===== src/rtl/mem_compare.sv =====
// mem_compare: walks an inclusive address range over two synchronous-read memories
// and reports mismatching words under a bit mask.
`default_nettype none

module mem_compare #(
    parameter int A_WIDTH   = 13,
    parameter int D_WIDTH   = 8,
    parameter int CNT_WIDTH = 14
) (
    input  logic                 clk,
    input  logic                 rst_n,
    input  logic                 i_go,
    input  logic [A_WIDTH-1:0]   i_start_addr,
    input  logic [A_WIDTH-1:0]   i_end_addr,
    input  logic [D_WIDTH-1:0]   i_mask,
    input  logic                 i_stop_first,
    input  logic [D_WIDTH-1:0]   i_a_in,
    input  logic [D_WIDTH-1:0]   i_b_in,
    output logic [A_WIDTH-1:0]   o_a_addr,
    output logic [A_WIDTH-1:0]   o_b_addr,
    output logic                 o_a_en,
    output logic                 o_b_en,
    output logic                 o_a_rw,
    output logic                 o_b_rw,
    output logic                 o_busy,
    output logic                 o_done,
    output logic                 o_error_flag,
    output logic                 o_range_err,
    output logic [CNT_WIDTH-1:0] o_err_count,
    output logic [A_WIDTH-1:0]   o_first_addr,
    output logic [D_WIDTH-1:0]   o_first_a,
    output logic [D_WIDTH-1:0]   o_first_b
);

    typedef enum logic [1:0] {
        S_IDLE  = 2'd0,
        S_ISSUE = 2'd1,
        S_DRAIN = 2'd2,
        S_FIN   = 2'd3
    } state_t;

    state_t               r_state;
    logic [A_WIDTH-1:0]   r_addr;
    logic [A_WIDTH-1:0]   r_end;
    logic [D_WIDTH-1:0]   r_mask;
    logic                 r_stop_first;
    logic                 r_vld;
    logic [A_WIDTH-1:0]   r_cmp_addr;
    logic                 r_done;
    logic                 r_error_flag;
    logic                 r_range_err;
    logic [CNT_WIDTH-1:0] r_err_count;
    logic [A_WIDTH-1:0]   r_first_addr;
    logic [D_WIDTH-1:0]   r_first_a;
    logic [D_WIDTH-1:0]   r_first_b;

    logic w_busy;
    logic w_mismatch;

    assign w_busy = (r_state == S_ISSUE) || (r_state == S_DRAIN);
    // Read data is only meaningful while scanning; a read still in flight when
    // the FSM leaves for FIN is dropped here.
    assign w_mismatch = w_busy && r_vld && (((i_a_in ^ i_b_in) & r_mask) != '0);

    always_ff @(posedge clk or negedge rst_n) begin
        if (!rst_n) begin
            r_state      <= S_IDLE;
            r_addr       <= '0;
            r_end        <= '0;
            r_mask       <= '0;
            r_stop_first <= 1'b0;
            r_vld        <= 1'b0;
            r_cmp_addr   <= '0;
            r_done       <= 1'b0;
            r_error_flag <= 1'b0;
            r_range_err  <= 1'b0;
            r_err_count  <= '0;
            r_first_addr <= '0;
            r_first_a    <= '0;
            r_first_b    <= '0;
        end else begin
            r_vld      <= (r_state == S_ISSUE);
            r_cmp_addr <= r_addr;

            if (w_mismatch) begin
                if (!(&r_err_count)) begin
                    r_err_count <= r_err_count + {{(CNT_WIDTH-1){1'b0}}, 1'b1};
                end
                r_error_flag <= 1'b1;
                if (!r_error_flag) begin
                    r_first_addr <= r_cmp_addr;
                    r_first_a    <= i_a_in;
                    r_first_b    <= i_b_in;
                end
            end

            case (r_state)
                S_IDLE: begin
                    if (i_go) begin
                        r_end        <= i_end_addr;
                        r_mask       <= i_mask;
                        r_stop_first <= i_stop_first;
                        r_done       <= 1'b0;
                        r_error_flag <= 1'b0;
                        r_err_count  <= '0;
                        r_first_addr <= '0;
                        r_first_a    <= '0;
                        r_first_b    <= '0;
                        if (i_start_addr > i_end_addr) begin
                            r_range_err <= 1'b1;
                            r_done      <= 1'b1;
                            r_state     <= S_FIN;
                        end else begin
                            r_range_err <= 1'b0;
                            r_addr      <= i_start_addr;
                            r_state     <= S_ISSUE;
                        end
                    end
                end
                S_ISSUE: begin
                    if (w_mismatch && r_stop_first) begin
                        r_done  <= 1'b1;
                        r_state <= S_FIN;
                    end else if (r_addr == r_end) begin
                        // Terminal test precedes the increment so the top address never wraps.
                        r_state <= S_DRAIN;
                    end else begin
                        r_addr <= r_addr + {{(A_WIDTH-1){1'b0}}, 1'b1};
                    end
                end
                S_DRAIN: begin
                    r_done  <= 1'b1;
                    r_state <= S_FIN;
                end
                S_FIN: begin
                    r_state <= S_IDLE;
                end
                default: begin
                    r_state <= S_IDLE;
                end
            endcase
        end
    end

    assign o_a_addr     = r_addr;
    assign o_b_addr     = r_addr;
    assign o_a_en       = (r_state == S_ISSUE);
    assign o_b_en       = (r_state == S_ISSUE);
    assign o_a_rw       = 1'b1;
    assign o_b_rw       = 1'b1;
    assign o_busy       = w_busy;
    assign o_done       = r_done;
    assign o_error_flag = r_error_flag;
    assign o_range_err  = r_range_err;
    assign o_err_count  = r_err_count;
    assign o_first_addr = r_first_addr;
    assign o_first_a    = r_first_a;
    assign o_first_b    = r_first_b;

endmodule

`default_nettype wire


===== config.mk =====
export PLATFORM = sky130hd
export DESIGN_NAME = mem_compare
export DESIGN_NICKNAME = d
export VERILOG_FILES = /design/src/rtl/mem_compare.sv
export SDC_FILE = /design/constraint.sdc
export NUM_CORES = 1
export LEC_CHECK = 0
export CORE_AREA = 3 3 108 110
export CTS_CLUSTER_DIAMETER = 120
export CTS_CLUSTER_SIZE = 28
export DETAILED_ROUTE_END_ITERATION = 8
export DIE_AREA = 0 0 111 113
export DONT_BUFFER_PORTS = 1
export PLACE_DENSITY = 0.64
export SETUP_SLACK_MARGIN = 0.2
export SYNTH_ARGS = -nofsm -noshare
export SYNTH_HDL_FRONTEND = slang
export SYNTH_SLANG_ARGS = --single-unit

===== constraint.sdc =====
create_clock -name clk -period 5.54 [get_ports clk]
set_clock_uncertainty 0.15 [all_clocks]
set_input_delay 1.662 -clock clk [delete_from_list [all_inputs] [get_ports clk]]
set_output_delay 1.662 -clock clk [all_outputs]
set_load 0.05 [all_outputs]

; ---- After elaboration in Yosys (flattened, before gate mapping)
; Cells that the tools add are included.
[word_totals]
regBits = 97
inputBits = 54
wordCells = 75
[op_classes]
n_addsub = 2
n_lt_le_gt_ge = 1
n_eq_ne = 10
muxes = 33
bitwise_logic = 2
reduce_logical = 13
[op_table]
columns = op, n
row1 = $mux 13, 8
row2 = $mux 8, 8
row3 = $mux 14, 4
row4 = $pmux 13 s2, 1
row5 = $add 14x1->14 const B, 1
row6 = $reduce_and 14->1, 1
row7 = $add 13x1->13 const B, 1
row8 = $eq 13x13->1, 1
row9 = $gt 13x13->1, 1
row10 = $and 8x8->8, 1
row11 = $mux 2, 4
row12 = $ne 2x2->1 const B, 4
row13 = $pmux 2 s4, 1
row14 = $reduce_bool 8->1, 1
row15 = $xor 8x8->8, 1
row16 = $mux 1, 6
row17 = $reduce_and 5->1, 1
row18 = $eq 2x2->1 const B, 2
row19 = $reduce_and 2->1, 2
row20 = $logic_and 1x1->1, 3
row21 = $ne 3x1->1 const B, 1
row22 = $pmux 1 s3, 1
row23 = $reduce_and 3->1, 1
row24 = $reduce_bool 3->1, 1
row25 = other kinds (5), 5

; ---- Logic depth before layout (Yosys ltp)
[logic_depth]
depth_word = 7
ltp_mapped = 10
mapped_depth_nobuf = 9

; ---- Least setup slack after synthesis
; No wires, ideal clock.
[synth_timing]
path_kind = in2reg
start = input port i_end_addr[8]
end = register r_addr[7] (netlist: o_a_addr[7])
setup_time_ns = 0.126
arrival_ns = 3.490
path_slack_ns = 1.774
stages = 9
path_buffers = 0
path_cell_list = inv_1 -> ha_1 -> nand4_1 -> or4_1 -> o22a_1 -> o31ai_2 -> a21boi_1 -> inv_1 -> o32a_1
[synth_via]
elab_chain_cells = 3
[synth_rtl]
columns = item, line_no
row1 = start: declaration, 14  ; input logic [A_WIDTH-1:0] i_end_addr,
row2 = $gt 13x13->1, 109  ; if (i_start_addr > i_end_addr) begin
row3 = $ne 2x2->1 (no line), n/a
row4 = $reduce_and 5->1 (no line), n/a
row5 = end signal: assignment, 115  ; r_addr <= i_start_addr;
row6 = end signal: assignment, 128  ; r_addr <= r_addr + {{(A_WIDTH-1){1'b0}}, 1'b1};
row7 = end: declaration, 43  ; logic [A_WIDTH-1:0] r_addr;
; Every way passes these cells.
; A chain may end at the register's enable or synchronous reset.

; ---- Worst setup path after layout
[layout_timing]
start = input port i_b_in[7]
end = register r_state[1]
[layout_via]
elab_chain_cells = 7
word_cells_on_any_way = 9
[layout_rtl]
columns = item, line_no
row1 = start: declaration, 18  ; input logic [D_WIDTH-1:0] i_b_in,
row2 = $xor 8x8->8 *, 63  ; assign w_mismatch = w_busy && r_vld && (((i_a_in ^ i_b_in) & r_mask) != '0);
row3 = $and 8x8->8 *, 63
row4 = $reduce_bool 8->1 *, 63
row5 = $logic_and 1x1->1 *, 63
row6 = $logic_and 1x1->1 *, 121  ; if (w_mismatch && r_stop_first) begin
row7 = $mux 2 or $ne 3x1->1 (tied branches), n/a
row8 = $pmux 2 s4 or $reduce_and 2->1 (tied branches), n/a
row9 = end signal: assignment, 67  ; r_state <= S_IDLE;
row10 = end signal: assignment, 123  ; r_state <= S_FIN;
row11 = end signal: assignment, 126  ; r_state <= S_DRAIN;
row12 = end: declaration, 42  ; state_t r_state;
; Mark *: on every way between the ends. The rest lies on a longest branch, timed or not.

==> impl_metrics.py <==
metrics = {
    "outcome": {
        "status": "finished, final reports clean",
    },
    "floorplan": {
        "die_h_um": 113,
        "die_area_um2": 12500,
        "die-width_um": 111,
        "start_util_pct": 45.8,
        "core_area_um2": 10800,
        "pin_count": 131,
        "fp-row-count": 38,
    },
    "synthesis": {
        "ys_seq_area_share_pct": 49.1,
        "synthAdderAreaFrac_pct": 4.81,
        "ys_top_cells_by_area": "dfrtp_1, mux2i_1, nand2_1",
        "synthMuxAreaShare_pct": 7.09,
        "yosys.area_share.simple_pct": 16.2,
        "ys_types": 52,
        "synth_compound_area_share_pct": 10.9,
        "post-synth-top-area-fraction_pct": 49.1,
        "ys_ff_latch": 97,
        "async_flop_share_pct": 100,
        "synth.avg_cell_area_um2": 9.75,
        "synth-edff-count": 0,
        "synth_xor_area_share_pct": 5.67,
        "yosys.area.top_type": "dfrtp_1",
        "yosysWarnings": 0,
        "syn_area_um2": 4940,
        "syn_inst": 507,
        "synth_top_family_by_area": "simple AND/OR/NAND/NOR gates",
        "synth-main-ff-cell": "dfrtp_1",
    },
    "sta": {
        "drv_slew": 0,
        "fmax_mhz": 267,
        "whs_ps": 345,
        "rsz0062_at_grt": "false",
        "final_hold_viol_count": 0,
        "period_share_pct": 67.5,
        "fin_crit_ps": 3740,
        "maxSlewHeadroom_pct": 22.8,
        "tightest_slew_ps": 1160,
        "fin_tns_setup_ps": 0,
        "final-setup-viol-count": 0,
    },
    "clock_tree": {
        "cts-buffers-inserted": 9,
        "cts-hold-fix-buffers": 0,
        "cts_sinks": 97,
        "cts_tree": "built",
        "cts_resized": 0,
        "cts-root-buf": "clkbuf_8",
        "post-cts-setup-buffers": 0,
        "clk_pin_slew_ps": 90,
        "worstSkewPairLatency_ps": 360,
        "htree_levels": 3,
        "ctsLongestPathBuffers": 2,
    },
    "power_and_ir_drop": {
        "peakVddDrop_mv": 0.241,
        "leakagePower_uw": 0.00234,
        "p_per_area_nw_per_um2": 678,
        "total_power_uw": 3540,
    },
    "hold_path": {
        "min_path_type": "flip-flop to flip-flop",
    },
    "final_layout": {
        "fillCellCount": 1005,
        "fin_cells": 638,
        "syn2layout_area_growth_pct": 5.49,
        "final_common_cell": "dfrtp_1",
        "drive_above_1_share_pct": 7.63,
        "utilization_pct": 48.3,
        "mostFrequentLayoutCells": "dfrtp_1, nand2_1, nor2_1",
        "diodes": 0,
        "nets": 566,
    },
    "drt": {
        "drt-pass1-iter-count": 4,
        "routed_wl_um": 11700,
        "vias": 3559,
        "drc": 0,
        "wl_per_cell_um": 18.4,
        "drt-initial-drc-count": 440,
        "routed_via_density": 5.58,
        "ant_nets": 0,
    },
    "placed_design": {
        "port_buffers": 0,
        "gp_congestion": 0.853,
        "post-place-cells": 622,
        "dpl.hpwl_um": 8500,
    },
    "global_route": {
        "grt_start_max_net_pins": 98,
        "grt_pass1_vias": 3462,
        "antenna_found_initial": 0,
        "grt.overflow.total": 0,
        "grt_usage_pct": 19.0,
        "grt_pass1_wl_um": 19000,
    },
    "critical_path": {
        "required_ps": 5660,
        "cp_max_fo": 18,
        "path_class": "input port to flip-flop",
        "arrival_ps": 3860,
        "critPathCaptureType": "flip-flop",
        "worstSetupStartpointType": "input port",
    },
    "run": {
        "maxCapViolations": 0,
    },
}
==> synth_stat cells, types with 4 or more instances <==
master / n
buf_4: 16
nor3_1: 4
xnor2_1: 9
xor2_1: 23
inv_1: 20
a21oi_1: 26
dfrtp_1: 97
nor2_1: 57
nand3_1: 17
o21ai_0: 22
ha_1: 19
nor2b_1: 4
nor4_1: 4
mux2i_1: 35
buf_2: 5
and3_1: 5
nand2_1: 64
nand4_1: 10
clkbuf_1: 18
==> worst max-delay path, cell delays in order <==
cell	delay, ps
xor2_1	160
a22oi_2	110
a41oi_2	400
a22o_1	560
or2_0	420
nor2b_1	300
mux2i_1	250
==> registers in the layout (all words and copies together) (netlist names) <==
register	flops
o_error_flag	1
o_a_addr	13
r_end	13
r_state	2
o_first_addr	13
o_range_err	1
r_stop_first	1
r_vld	1
o_err_count	14
o_first_b	8
o_done	1
r_cmp_addr	13
o_first_a	8
r_mask	8
==> per-stage QoR <==
step	cell area, um2	setup slack (ps)
3_5_place_dp	5020	1400
2_1_floorplan	4950	1770
4_1_cts	5210	1780
5_1_grt	5210	1590
6_report	5210	1800
3_3_place_gp	5020	1400
==> cell type report <==
class                      count  area (um2)  share of cell area [%]
clock inverter                 4        51.3                   0.984
clock buffer                  12         145                    2.78
tap                          140         175                    3.36
inverter                      20        75.1                    1.44
sequential                    97        2430                    46.6
timing repair buffer          15         113                    2.16
multi-input combinational    350        2230                    42.7
==> power by group <==
group | switching (uW) | internal [uW] | total (uW)
Clock | 244 | 223 | 466
Combinational | 1010 | 440 | 1450
Sequential | 625 | 991 | 1620
Total | 1880 | 1650 | 3540
==> worst paths after layout <==
check                                       start                     end  slack, ps  cells after the start
setup / recovery                        i_b_in[7]  r_state[1]$_DFFE_PN0P_       1800                      7
hold / removal              r_mask[3]$_DFFE_PN0P_   r_mask[3]$_DFFE_PN0P_        350                      2
setup reg to reg           r_state[0]$_DFFE_PN0P_  r_state[1]$_DFFE_PN0P_       2060                      8
hold reg to reg             r_mask[3]$_DFFE_PN0P_   r_mask[3]$_DFFE_PN0P_        350                      2
max in group asynchronous                   rst_n   r_mask[6]$_DFFE_PN0P_       4240                      0
min in group asynchronous                   rst_n    r_end[3]$_DFFE_PN0P_        840                      0
==> metal layers <==
| metal | up-vias | part of all wire (%) | track usage [%] | routed length (um) |
|---|---|---|---|---|
| li1 | 1684 | - | - | - |
| met1 | 1730 | 45 | 26.1 | 5320 |
| met2 | 132 | 44 | 28.8 | 5200 |
| met3 | 13 | 8.7 | 5.67 | 1020 |
| met4 | 0 | 1.7 | 6.40 | 195 |
| met5 | - | 0 | 0 | 0 |
==> cell families (layout without fill, tap and decap cells) <==
| logic type | count (synthesis) | after routing |
|---|---|---|
| xor+xnor | 32 | 32 |
| simple gates | 179 | 179 |
| buf+inv | 61 | 51 |
| other cells | 1 | 2 |
| fa+ha+maj | 19 | 19 |
| compound gates | 83 | 83 |
| flops | 97 | 97 |
| mux | 35 | 35 |
No activity file was read; power rests on OpenSTA's default activity.
